[src/rtl/kf8237_common_pkg.sv]
// kf8237_common_pkg: shared types, reset constant and byte-merge helper for the 8237 address/count register file
package kf8237_common_pkg;
  typedef logic [1:0] channel_t;
  typedef logic [15:0] word_t;
  localparam word_t RESET_WORD_DEFAULT = 16'h0000;
  function automatic word_t write_byte(word_t word, logic [7:0] data, logic high);
    return high ? {data, word[7:0]} : {word[15:8], data};
  endfunction
endpackage

[src/rtl/kf8237_channel_register.sv]
// kf8237_channel_register: base/current address and word count of one DMA channel with update and autoinitialize
module kf8237_channel_register
  import kf8237_common_pkg::*;
#(
  parameter word_t RESET_WORD = RESET_WORD_DEFAULT
) (
  input  logic       clock,
  input  logic       reset_n,
  input  logic [7:0] data,
  input  logic       byte_pointer,
  input  logic       write_address,
  input  logic       write_count,
  input  logic       update,
  input  logic       decrement,
  input  logic       autoinitialize,
  input  logic       hold,
  output word_t      current_address,
  output word_t      current_count,
  output logic       terminal_count
);
  word_t base_address, base_count, next_address, next_count;
  logic reload;
  always_comb begin
    terminal_count = update && current_count == 16'h0000;
    reload = terminal_count && autoinitialize;
    next_address = !update ? current_address : reload ? base_address : hold ? current_address :
                   decrement ? current_address - 16'd1 : current_address + 16'd1;
    next_count = !update ? current_count : reload ? base_count : current_count - 16'd1;
  end
  // A CPU write overrides only its own byte; the other byte keeps the transfer update
  always_ff @(posedge clock or negedge reset_n) begin
    if (!reset_n) begin
      base_address <= RESET_WORD;
      base_count <= RESET_WORD;
      current_address <= RESET_WORD;
      current_count <= RESET_WORD;
    end else begin
      base_address <= write_address ? write_byte(base_address, data, byte_pointer) : base_address;
      base_count <= write_count ? write_byte(base_count, data, byte_pointer) : base_count;
      current_address <= write_address ? write_byte(next_address, data, byte_pointer) : next_address;
      current_count <= write_count ? write_byte(next_count, data, byte_pointer) : next_count;
    end
  end
endmodule

[src/rtl/kf8237_address_and_count.sv]
// kf8237_address_and_count: 4-channel 8237 address/count registers, byte pointer, read-back and TC pulse.
// Optional KF8237_ADDRESS_HOLD_EN freezes channel 0 address on update while address_hold is set.
module kf8237_address_and_count
  import kf8237_common_pkg::*;
#(
  parameter int    CHANNELS   = 4,
  parameter word_t RESET_WORD = RESET_WORD_DEFAULT
) (
  input  logic                clock,
  input  logic                reset_n,
  input  logic [7:0]          internal_data_bus,
  input  logic [CHANNELS-1:0] write_base_and_current_address,
  input  logic [CHANNELS-1:0] write_base_and_current_word_count,
  input  logic [CHANNELS-1:0] read_current_address,
  input  logic [CHANNELS-1:0] read_current_word_count,
  input  logic                clear_byte_pointer,
  input  logic                set_byte_pointer,
  input  logic                master_clear,
  input  channel_t            dma_select,
  input  logic                update_address,
  input  logic                address_decrement,
  input  logic                autoinitialize,
  input  logic                address_hold,
  output logic [7:0]          read_data,
  output logic                read_data_enable,
  output word_t               current_address,
  output logic                terminal_count,
  output logic                byte_pointer
);
  word_t channel_address [CHANNELS];
  word_t channel_count [CHANNELS];
  logic [CHANNELS-1:0] channel_tc;
  logic read_any, read_any_d, hold, toggle;
`ifdef KF8237_ADDRESS_HOLD_EN
  assign hold = address_hold;
`else
  logic unused_address_hold;
  assign unused_address_hold = address_hold;
  assign hold = 1'b0;
`endif
  for (genvar c = 0; c < CHANNELS; c++) begin : g_channel
    kf8237_channel_register #(.RESET_WORD(RESET_WORD)) u_channel (
      .clock          (clock),
      .reset_n        (reset_n),
      .data           (internal_data_bus),
      .byte_pointer   (byte_pointer),
      .write_address  (write_base_and_current_address[c]),
      .write_count    (write_base_and_current_word_count[c]),
      .update         (update_address && dma_select == channel_t'(c)),
      .decrement      (address_decrement),
      .autoinitialize (autoinitialize),
      .hold           ((c == 0) ? hold : 1'b0),
      .current_address(channel_address[c]),
      .current_count  (channel_count[c]),
      .terminal_count (channel_tc[c])
    );
  end
  assign read_any = |{read_current_address, read_current_word_count};
  assign read_data_enable = read_any;
  assign current_address = channel_address[dma_select];
  // One toggle per write cycle, or once at the end of a read cycle however long it lasted
  assign toggle = |{write_base_and_current_address, write_base_and_current_word_count} || (read_any_d && !read_any);
  always_comb begin
    read_data = 8'h00;
    for (int i = 0; i < CHANNELS; i++) begin
      read_data |= read_current_address[i] ? (byte_pointer ? channel_address[i][15:8] : channel_address[i][7:0]) : 8'h00;
      read_data |= read_current_word_count[i] ? (byte_pointer ? channel_count[i][15:8] : channel_count[i][7:0]) : 8'h00;
    end
  end
  always_ff @(posedge clock or negedge reset_n) begin
    if (!reset_n) begin
      byte_pointer <= 1'b0;
      terminal_count <= 1'b0;
      read_any_d <= 1'b0;
    end else begin
      read_any_d <= read_any;
      terminal_count <= !master_clear && |channel_tc;
      byte_pointer <= (master_clear || clear_byte_pointer) ? 1'b0 : set_byte_pointer ? 1'b1 :
                      toggle ? ~byte_pointer : byte_pointer;
    end
  end
endmodule

[config.mk]
export PLATFORM = sky130hd
export DESIGN_NAME = kf8237_address_and_count
export DESIGN_NICKNAME = d
export VERILOG_FILES = /design/src/rtl/kf8237_common_pkg.sv /design/src/rtl/kf8237_channel_register.sv /design/src/rtl/kf8237_address_and_count.sv
export SDC_FILE = /design/constraint.sdc
export NUM_CORES = 1
export LEC_CHECK = 0
export BUFFER_PORTS_ARGS = -buffer_cell sky130_fd_sc_hd__buf_4
export CAP_MARGIN = 20
export CORE_ASPECT_RATIO = 0.6
export CORE_MARGIN = 2
export CORE_UTILIZATION = 64
export DETAILED_ROUTE_END_ITERATION = 6
export PLACE_DENSITY_LB_ADDON = 0.15
export SYNTH_ARGS = -nofsm -noshare
export SYNTH_HDL_FRONTEND = slang
export SYNTH_HIERARCHICAL = 1
export SYNTH_SLANG_ARGS = --single-unit
export TNS_END_PERCENT = 20
[constraint.sdc]
create_clock -name clock -period 3.2 [get_ports clock]
set_input_delay 0.16 -clock clock [delete_from_list [all_inputs] [get_ports clock]]
set_output_delay 0.16 -clock clock [all_outputs]
set_load 0.005 [all_outputs]
-- After elaboration in Yosys (flattened, before gate mapping)
Index checks and enable logic that the tools add are counted.
- muxes and demuxes: 58
- eq/ne operators: 3
- bitwise logic cells: 9
- $add $sub $neg: 12
- reductions and logical operators: 43
- magnitude comparators: 1
- operator list (kind ; number):
    $mux W16 ; 38
    $mux W8 ; 16
    $sub A16 B1 Y16 const B ; 8
    $add A16 B1 Y16 const B ; 4
    $logic_not A16 Y1 ; 4
    $or A8 B8 Y8 ; 7
    $bmux W16 S2 ; 1
    $reduce_and A2 Y1 ; 16
    $reduce_or A8 Y1 ; 2
    $logic_and A1 B1 Y1 ; 14
    $eq A2 B2 Y1 const B ; 2
    $reduce_or A4 Y1 ; 1
    $ge A3 B3 Y1 const B ; 1
    $mux W1 ; 3
    $not A2 Y3 ; 1
    $reduce_bool A3 Y1 ; 1
    $eq A2 B1 Y1 const B ; 1
    $logic_not A1 Y1 ; 2
    $logic_not A2 Y1 ; 1
    $logic_or A1 B1 Y1 ; 2
    $not A1 Y1 ; 1
- register bits: 259

-- Longest topological paths before layout
Gate-level depths: netlist of run 1.
- depth after elaboration: 9
- depth in mapped cells: 11
- depth with buffers taken out: 8

-- Modules after synthesis
Netlist of run 1, hierarchy kept.
- modules (own cells, without submodules) (module ; area each (sq um) ; instances ; cells an instance):
    kf8237_channel_register (g_channel[1].u_channel ...) ; 4052.6 ; 3 ; 491
    kf8237_channel_register (g_channel[0].u_channel) ; 4169.0 ; 1 ; 506
    kf8237_address_and_count ; 1651.6 ; 1 ; 159

-- Least setup slack after synthesis of run 1
Ideal clock, no wire load.
- kind: reg2reg
- from: reg g_channel[1].u_channel.current_address[2]
- to: reg g_channel[1].u_channel.current_address[13]
- path slack: 0.932 ns
- buffers on the path: 0
- data arrival time: 2.148 ns
- period minus slack after synthesis: 2.268 ns
- cell stages (with the launch flop): 8
- path through: dfrtp_1 ha_1 o211ai_1 o21a_1 or4_1 a31oi_1 mux2_1 and3_1
- cells in the longest elaborated chain, start to end: 6
- ends and longest elaborated chain (item ; RTL line ; text):
    start, declared ; kf8237_channel_register.sv:17 ; output word_t current_address,
    start signal, assigned ; kf8237_channel_register.sv:40 ; current_address <= write_address ? write_byte(next_address, data, byte_pointer) : next_address;
    $add A16 B1 Y16 or $sub A16 B1 Y16 (tied branches) ; kf8237_channel_register.sv:27 ; decrement ? current_address - 16'd1 : current_address + 16'd1;
    $mux W16 (*) ; kf8237_channel_register.sv:27 ;
    $mux W16 (*) (2 in series) ; kf8237_channel_register.sv:26 ; next_address = !update ? current_address : reload ? base_address : hold ? current_address :
    $mux W16 ; kf8237_common_pkg.sv:7 ; return high ? {data, word[7:0]} : {word[15:8], data};
    $mux W16 (*) ; kf8237_channel_register.sv:40 ;
Mark *: on every way between the ends. The rest lies on a longest branch, timed or not.
A chain may end at the register's enable or synchronous reset.

-- Final worst setup path of run 1
- from: reg byte_pointer
- to: out read_data[3]
- cells in the longest elaborated chain, start to end: 9
- ends and longest elaborated chain (item ; RTL line ; text):
    start, declared ; kf8237_address_and_count.sv:28 ; output logic byte_pointer
    start signal, assigned ; kf8237_address_and_count.sv:78 ; byte_pointer <= (master_clear || clear_byte_pointer) ? 1'b0 : set_byte_pointer ? 1'b1 :
    $mux W8, on equally long branches (2 in series) ; kf8237_address_and_count.sv:66, kf8237_address_and_count.sv:67 ;
    $or A8 B8 Y8 ; kf8237_address_and_count.sv:67 ; read_data |= read_current_word_count[i] ? (byte_pointer ? channel_count[i][15:8] : channel_count[i][7:0]) : 8' ...
    $or A8 B8 Y8 ; kf8237_address_and_count.sv:66 ; read_data |= read_current_address[i] ? (byte_pointer ? channel_address[i][15:8] : channel_address[i][7:0]) : 8 ...
    $or A8 B8 Y8 ; kf8237_address_and_count.sv:67 ;
    $or A8 B8 Y8 ; kf8237_address_and_count.sv:66 ;
    $or A8 B8 Y8 ; kf8237_address_and_count.sv:67 ;
    $or A8 B8 Y8 ; kf8237_address_and_count.sv:66 ;
    $or A8 B8 Y8 (*) ; kf8237_address_and_count.sv:67 ;
    end, declared ; kf8237_address_and_count.sv:24 ; output logic [7:0] read_data,
Marked as above.

==> qor.csv, run 1 <==
metric,value,unit
status,"finished, final reports clean",
finalCritPeriodShare,90.15,%
instances_no_fill,2561,
worst_pin_slew,0.9339,ns
dr_total_vias,17850,
ys_ff_latch,259,
cts_inserted_buffers,26,
maxSlewViolCount,0,
via_per_inst,6.971,
place_hpwl,41520,um
detail_route.wl_per_cell,23.55,um
finalWirelength,60320,um
die_h,133.8,um
antenna_found_initial,0,
synth_edf_count,0,
track_usage,40.70,%
final_cell_mix,"nand2_1, dfrtp_1, o21ai_0",
relSlewSlack,37.61,%
worstPathRequired,3.04,ns
fin_worst_skew,0.01483,ns
area_delta_synth_final,9.736,%
ir_worst_vdd,489.9,uV
row_count,47,
clkTransAtPathRegs,0.07,ns
power.leakage,8.890,nW
worstPathMaxFanout,25,
preCtsSetupSlack,0.4426,ns
post_cts_buffers,0,
cp_data_arrival_time,2.72,ns
postLayoutCellArea,0.01973,mm2
insertion_delay,0.57,ns
cts_tree,built,
synth_ff_type,dfrtp_1,
min_path_type,input pin to flop,
finalSetupViolCount,0,
synth_area,0.01798,mm2
place_congestion,0.9714,
overflow,0,
synth.avg_cell_area,8.409,um2
power_density,585.3,mW/mm2
grt_max_degree,74,
cts_num_sinks,259,
dr.pass1.iters,6,
ios,62,
syn_inst,2138,
numPortBuffers,60,
async_reset_ff_share,100.0,%
hold_viol,0,
antenna_left,0,
crit_start,byte_pointer,
max_freq,346.6,MHz
placedCellCount,2505,
core-area,0.02758,mm2
yosys_warnings,6,
tns,0,ns
crit-reg2reg-launch,g_channel[2].u_channel/current_count[0],
crit_slowest_cell,dfrtp_4,
drive_gt1_share,11.99,%
critPathKind,flop to output pin,
ys_seq_area_share,36.05,%
setup_ws,0.3151,ns
start_util,65.19,%
cts_root_buf,clkbuf_16,
cts_max_path_buffers,3,
die_x,220.4,um
drc_errors,0,
grt_pass1_wl,93090,um
critical_path.max_stage_delay,0.69,ns
maxCapViolations,0,
endpoint_kind,output pin,
cpMostUsedCell,buf_4,
cp-start-kind,flop,
period_minus_slack,2.885,ns
n_antenna_cell,0,
die_area,0.02949,mm2
drt_iter0_drc,2851,
grt_pass1_vias,16200,
grt_setup_unrepaired,false,
ys_types,85,
path_cells,buf_4 -> mux2_2 -> a22oi_1 -> nand4_1 -> buf_4,
worstHoldStart,internal_data_bus[1],
htreeDepth,1,
final_common_cell,nand2_1,
placed_area,0.01876,mm2
finalNetCount,2277,
[registers in the layout, summed over array words and instances, names as in the netlist]
name	count
byte_pointer	1
g_channel.u_channel/base_address	64
g_channel.u_channel/base_count	64
g_channel.u_channel/current_address	64
g_channel.u_channel/current_count	64
read_any_d	1
terminal_count	1
[layout make-up]
type                    instances  area, um2
clock buffers                  37      753.2
clock inverters                11      132.6
fillers                      2103       7851
inverters                      34      127.6
multi-input cells            1749      10940
flip-flops and latches        259       6485
well taps                     367      459.2
repair buffers                104      833.3
[Yosys cell counts (39+ instances only)]
master	instances	share of area (%)
nor2_1	104	2.2
nand3_1	54	1.5
o21a_1	39	1.6
dfrtp_1	259	36
clkbuf_1	71	1.5
mux2_2	74	4.6
a21oi_1	104	2.9
nor3_1	57	1.6
nand2_1	529	11
o21ai_0	162	4.5
ha_1	64	4.5
[metrics by stage]
stage	power [mW]	utilization (%)	hold WS, ns
finish	11.55	71.53	0.03472
detailed placement	8.115	68.03	0.1799
CTS	11.39	71.53	0.02193
floorplan	6.820	-	-0.1356
global route	12.05	71.53	0.02901
global placement	7.961	68.03	0.1848
[report_power, final]
part	total, mW	internal (mW)	leakage [nW]	switching, mW
registers	4.57	3.79	3.22	0.779
clock network	3.28	1.88	0.438	1.40
logic	3.70	1.58	5.24	2.12
total	11.5	7.24	8.89	4.30
[cell families (layout without fill, tap and decap cells)]
| logic type | after synthesis | after routing | synth area share (%) |
|---|---|---|---|
| AND/OR/NAND/NOR | 944 | 944 | 24.72 |
| AO/OA/AOI/OAI | 587 | 587 | 21.98 |
| flip-flops | 259 | 259 | 36.05 |
| buffers and inverters | 145 | 186 | 3.466 |
| multiplexers | 99 | 99 | 7.161 |
| adder cells (fa/ha/maj) | 68 | 68 | 4.899 |
| XOR/XNOR | 35 | 35 | 1.705 |
| other | 1 | 16 | 0.02086 |
[path summary, 6_finish.rpt]
check / to / slack [ns] / cells past startpoint
min in group asynchronous: g_channel[0].u_channel/base_address[11] / 0.15 / 2
max reg2reg: g_channel[2].u_channel/current_address[14] / 0.49 / 8
min reg2reg: g_channel[2].u_channel/base_count[5] / 0.47 / 2
max in group asynchronous: g_channel[2].u_channel/current_address[8] / 2.15 / 3
max: read_data[3] / 0.32 / 5
min: g_channel[2].u_channel/base_address[9] / 0.03 / 3
[worst max-delay path: cells and delay by family, from the launching register on]
kind / cells / cell delay, ns
mux: 1 / 0.39
flops: 1 / 0.69
buf+inv: 2 / 0.50
compound gates: 1 / 0.34
simple gates: 1 / 0.23
[what timing repair did]
item	4_1_cts	5_1_grt
hold buffers	8	0
hold endpoints to repair	73	0
resized for setup	0	0
[metal layers]
layer / track usage (%) / part of all wire [%] / vias to the layer above
met4: 16.29 / 4.8 / 0
met3: 10.75 / 14 / 201
met2: 55.35 / 40 / 1262
met5: 0 / 0 / -
met1: 61.32 / 41 / 8514
li1: - / - / 7877
Note: power is estimated with default switching activity, not from simulation.
==> run 2, diff against run 1 <==
Settings changed: CORE_ASPECT_RATIO 0.6 to default.
==> run 2 against run 1 <==
Setup slack worse by 0.14 ns. Utilization about the same. Die area shrank 0.15%. Wire length down 4.9%. Cell area increased by 0.48%. Clock skew grew 0.0078 ns. Highest routed layer unchanged.
==> qor.csv, run 2 (synthesis gave the netlist of run 1 again) <==
metric,value,unit,change
status,"finished, final reports clean",,
track_usage,39.06,%,-1.6 points
r2r_slack,0.55,ns,+0.06 ns
maxSlewViolCount,0,,unchanged
endpoint,read_data[0],,
post_cts_resized,0,,unchanged
min_path_type,input pin to flop,,
insertion_delay,0.59,ns,+0.02 ns
drive_gt1_share,11.94,%,-0.046 points
final_common_cell,nand2_1,,
n_antenna_cell,0,,unchanged
start_util,64.89,%,-0.29 points
final_cell_mix,"nand2_1, dfrtp_1, o21ai_0",,
reg2reg_depth,9,,+1
relSlewSlack,33.29,%,-4.3 points
ir_worst_vdd,465.7,uV,-4.9%
placedCellCount,2511,,+0.24%
clkTransAtPathRegs,0.06,ns,about the same
dr.pass1.iters,6,,unchanged
drt_iter0_drc,2231,,-22%
row_count,61,,+30%
numPortBuffers,60,,unchanged
maxCapViolations,0,,unchanged
endpoint_kind,output pin,,
die_area,0.02945,mm2,-0.15%
finalNetCount,2276,,-0.044%
area_delta_synth_final,10.27,%,
drc_errors,0,,unchanged
antenna_found_initial,0,,unchanged
place_hpwl,39120,um,-5.8%
fillers,2209,,+5.0%
finalWirelength,57350,um,-4.9%
r2r_end,g_channel[2].u_channel/current_count[5],,
worstHoldStart,internal_data_bus[1],,
power.leakage,8.922,nW,+0.37%
worstPathRequired,3.04,ns,about the same
cp_data_arrival_time,2.87,ns,+0.15 ns
place_congestion,0.9883,,+1.7%
worstPathMaxFanout,24,,-4.0%
die_x,171.6,um,-22%
grt_pass1_wl,89410,um,-4.0%
ios,62,,unchanged
critPathKind,flop to output pin,,
cts_max_path_buffers,3,,unchanged
overflow,0,,unchanged
via_per_inst,6.757,,-3.1%
crit_start,byte_pointer,,
htreeDepth,1,,unchanged
finalSetupViolCount,0,,unchanged
cts_tree,built,,
crit-reg2reg-launch,g_channel[2].u_channel/current_count[0],,
antenna_left,0,,unchanged
dr_total_vias,17380,,-2.7%
grt_max_degree,96,,+30%
tns,0,ns,unchanged
cts_root_buf,clkbuf_16,,
core-area,0.02771,mm2,+0.45%
max_freq,330.4,MHz,-4.7%
power_density,586.4,mW/mm2,+0.20%
worst_pin_slew,0.9986,ns,+0.06466 ns
finalCritPeriodShare,94.59,%,+4.4 points
cp-start-kind,flop,,
detail_route.wl_per_cell,22.30,um,-5.3%
post_cts_buffers,0,,unchanged
cts_num_sinks,259,,unchanged
grt_setup_unrepaired,false,,
grt_pass1_vias,16290,,+0.60%
hold_viol,0,,unchanged
instances_no_fill,2572,,+0.43%
die_h,171.6,um,+28%
cts_inserted_buffers,30,,+15%
period_minus_slack,3.027,ns,+0.1420 ns
fin_worst_skew,0.02265,ns,+0.007819 ns
## run 2: changes by cell type in the layout (fill, tap and decap cells not counted), sizes merged
cell      previous run  this run
clkbuf              37        45
inv                 34        35
bufinv               3         2
buf                 96        91
clkinv               7         5
clkinvlp             1         0
## run 2: what timing repair did
item / in CTS / in global routing
hold buffers: 8 / 0
setup endpoints to repair: 0 / 0
endpoints found under the hold margin: 95 / 0
## run 2: through the flow
stage          util, %  instance area [um2]  hold slack [ns]  setup slack, ns  power, mW
2_1_floorplan        -                18030          -0.1356           0.9321      6.820
6_report         71.55                19820         0.006022           0.1731      11.63
4_1_cts          71.55                19820         0.003138           0.3042      11.53
5_1_grt          71.55                19820          0.03402           0.1705      12.18
3_3_place_gp     67.68                18750           0.2670           0.5514      7.936
3_5_place_dp     67.68                18750           0.2717           0.5186      8.044
## run 2: cell type report
type | count | area [um2] | area share, %
multi-input cells | 1749 | 10940 | 55.18
flip-flops and latches | 259 | 6485 | 32.71
clock buffers | 45 | 887.1 | 4.475
repair buffers | 99 | 808.3 | 4.077
well taps | 378 | 473.0 | 2.386
inverters | 34 | 127.6 | 0.6438
clock inverters | 8 | 105.1 | 0.5302
## run 2: how the worst min path moves through the flow
stage | end | slack (ns) | depth (start not counted)
final | g_channel[3].u_channel/base_address[9] | 0.006 | 3
after global routing | g_channel[2].u_channel/base_address[9] | 0.03 | 3
after CTS | g_channel[3].u_channel/base_address[9] | 0.003 | 3
after detailed placement | g_channel[0].u_channel/current_count[2] | 0.27 | 1
after global placement | g_channel[0].u_channel/current_count[2] | 0.27 | 1
after floorplan | byte_pointer | -0.14 | 0
## run 2: critical path, stage by stage, from the launching register on
cell and delay [ns]:
dfrtp_4 0.63, buf_4 0.28, mux2_2 0.37, a22oi_1 0.46
nand4_1 0.30, buf_4 0.23
## run 2: routing by layer
metal  up-vias  wire length [um]  global-route usage [%]
met1      8421             23040                   53.09
met4         0              2598                   17.46
li1       7902                 -                       -
met5         -                 0                       0
met2       892             25750                   60.63
met3       163              5967                   7.731
## run 2: power breakdown
part	internal, mW	total, mW	switching [mW]
clock	2.06	3.49	1.42
combinational	1.56	3.65	2.08
sequential	3.79	4.49	0.702
total	7.42	11.6	4.21
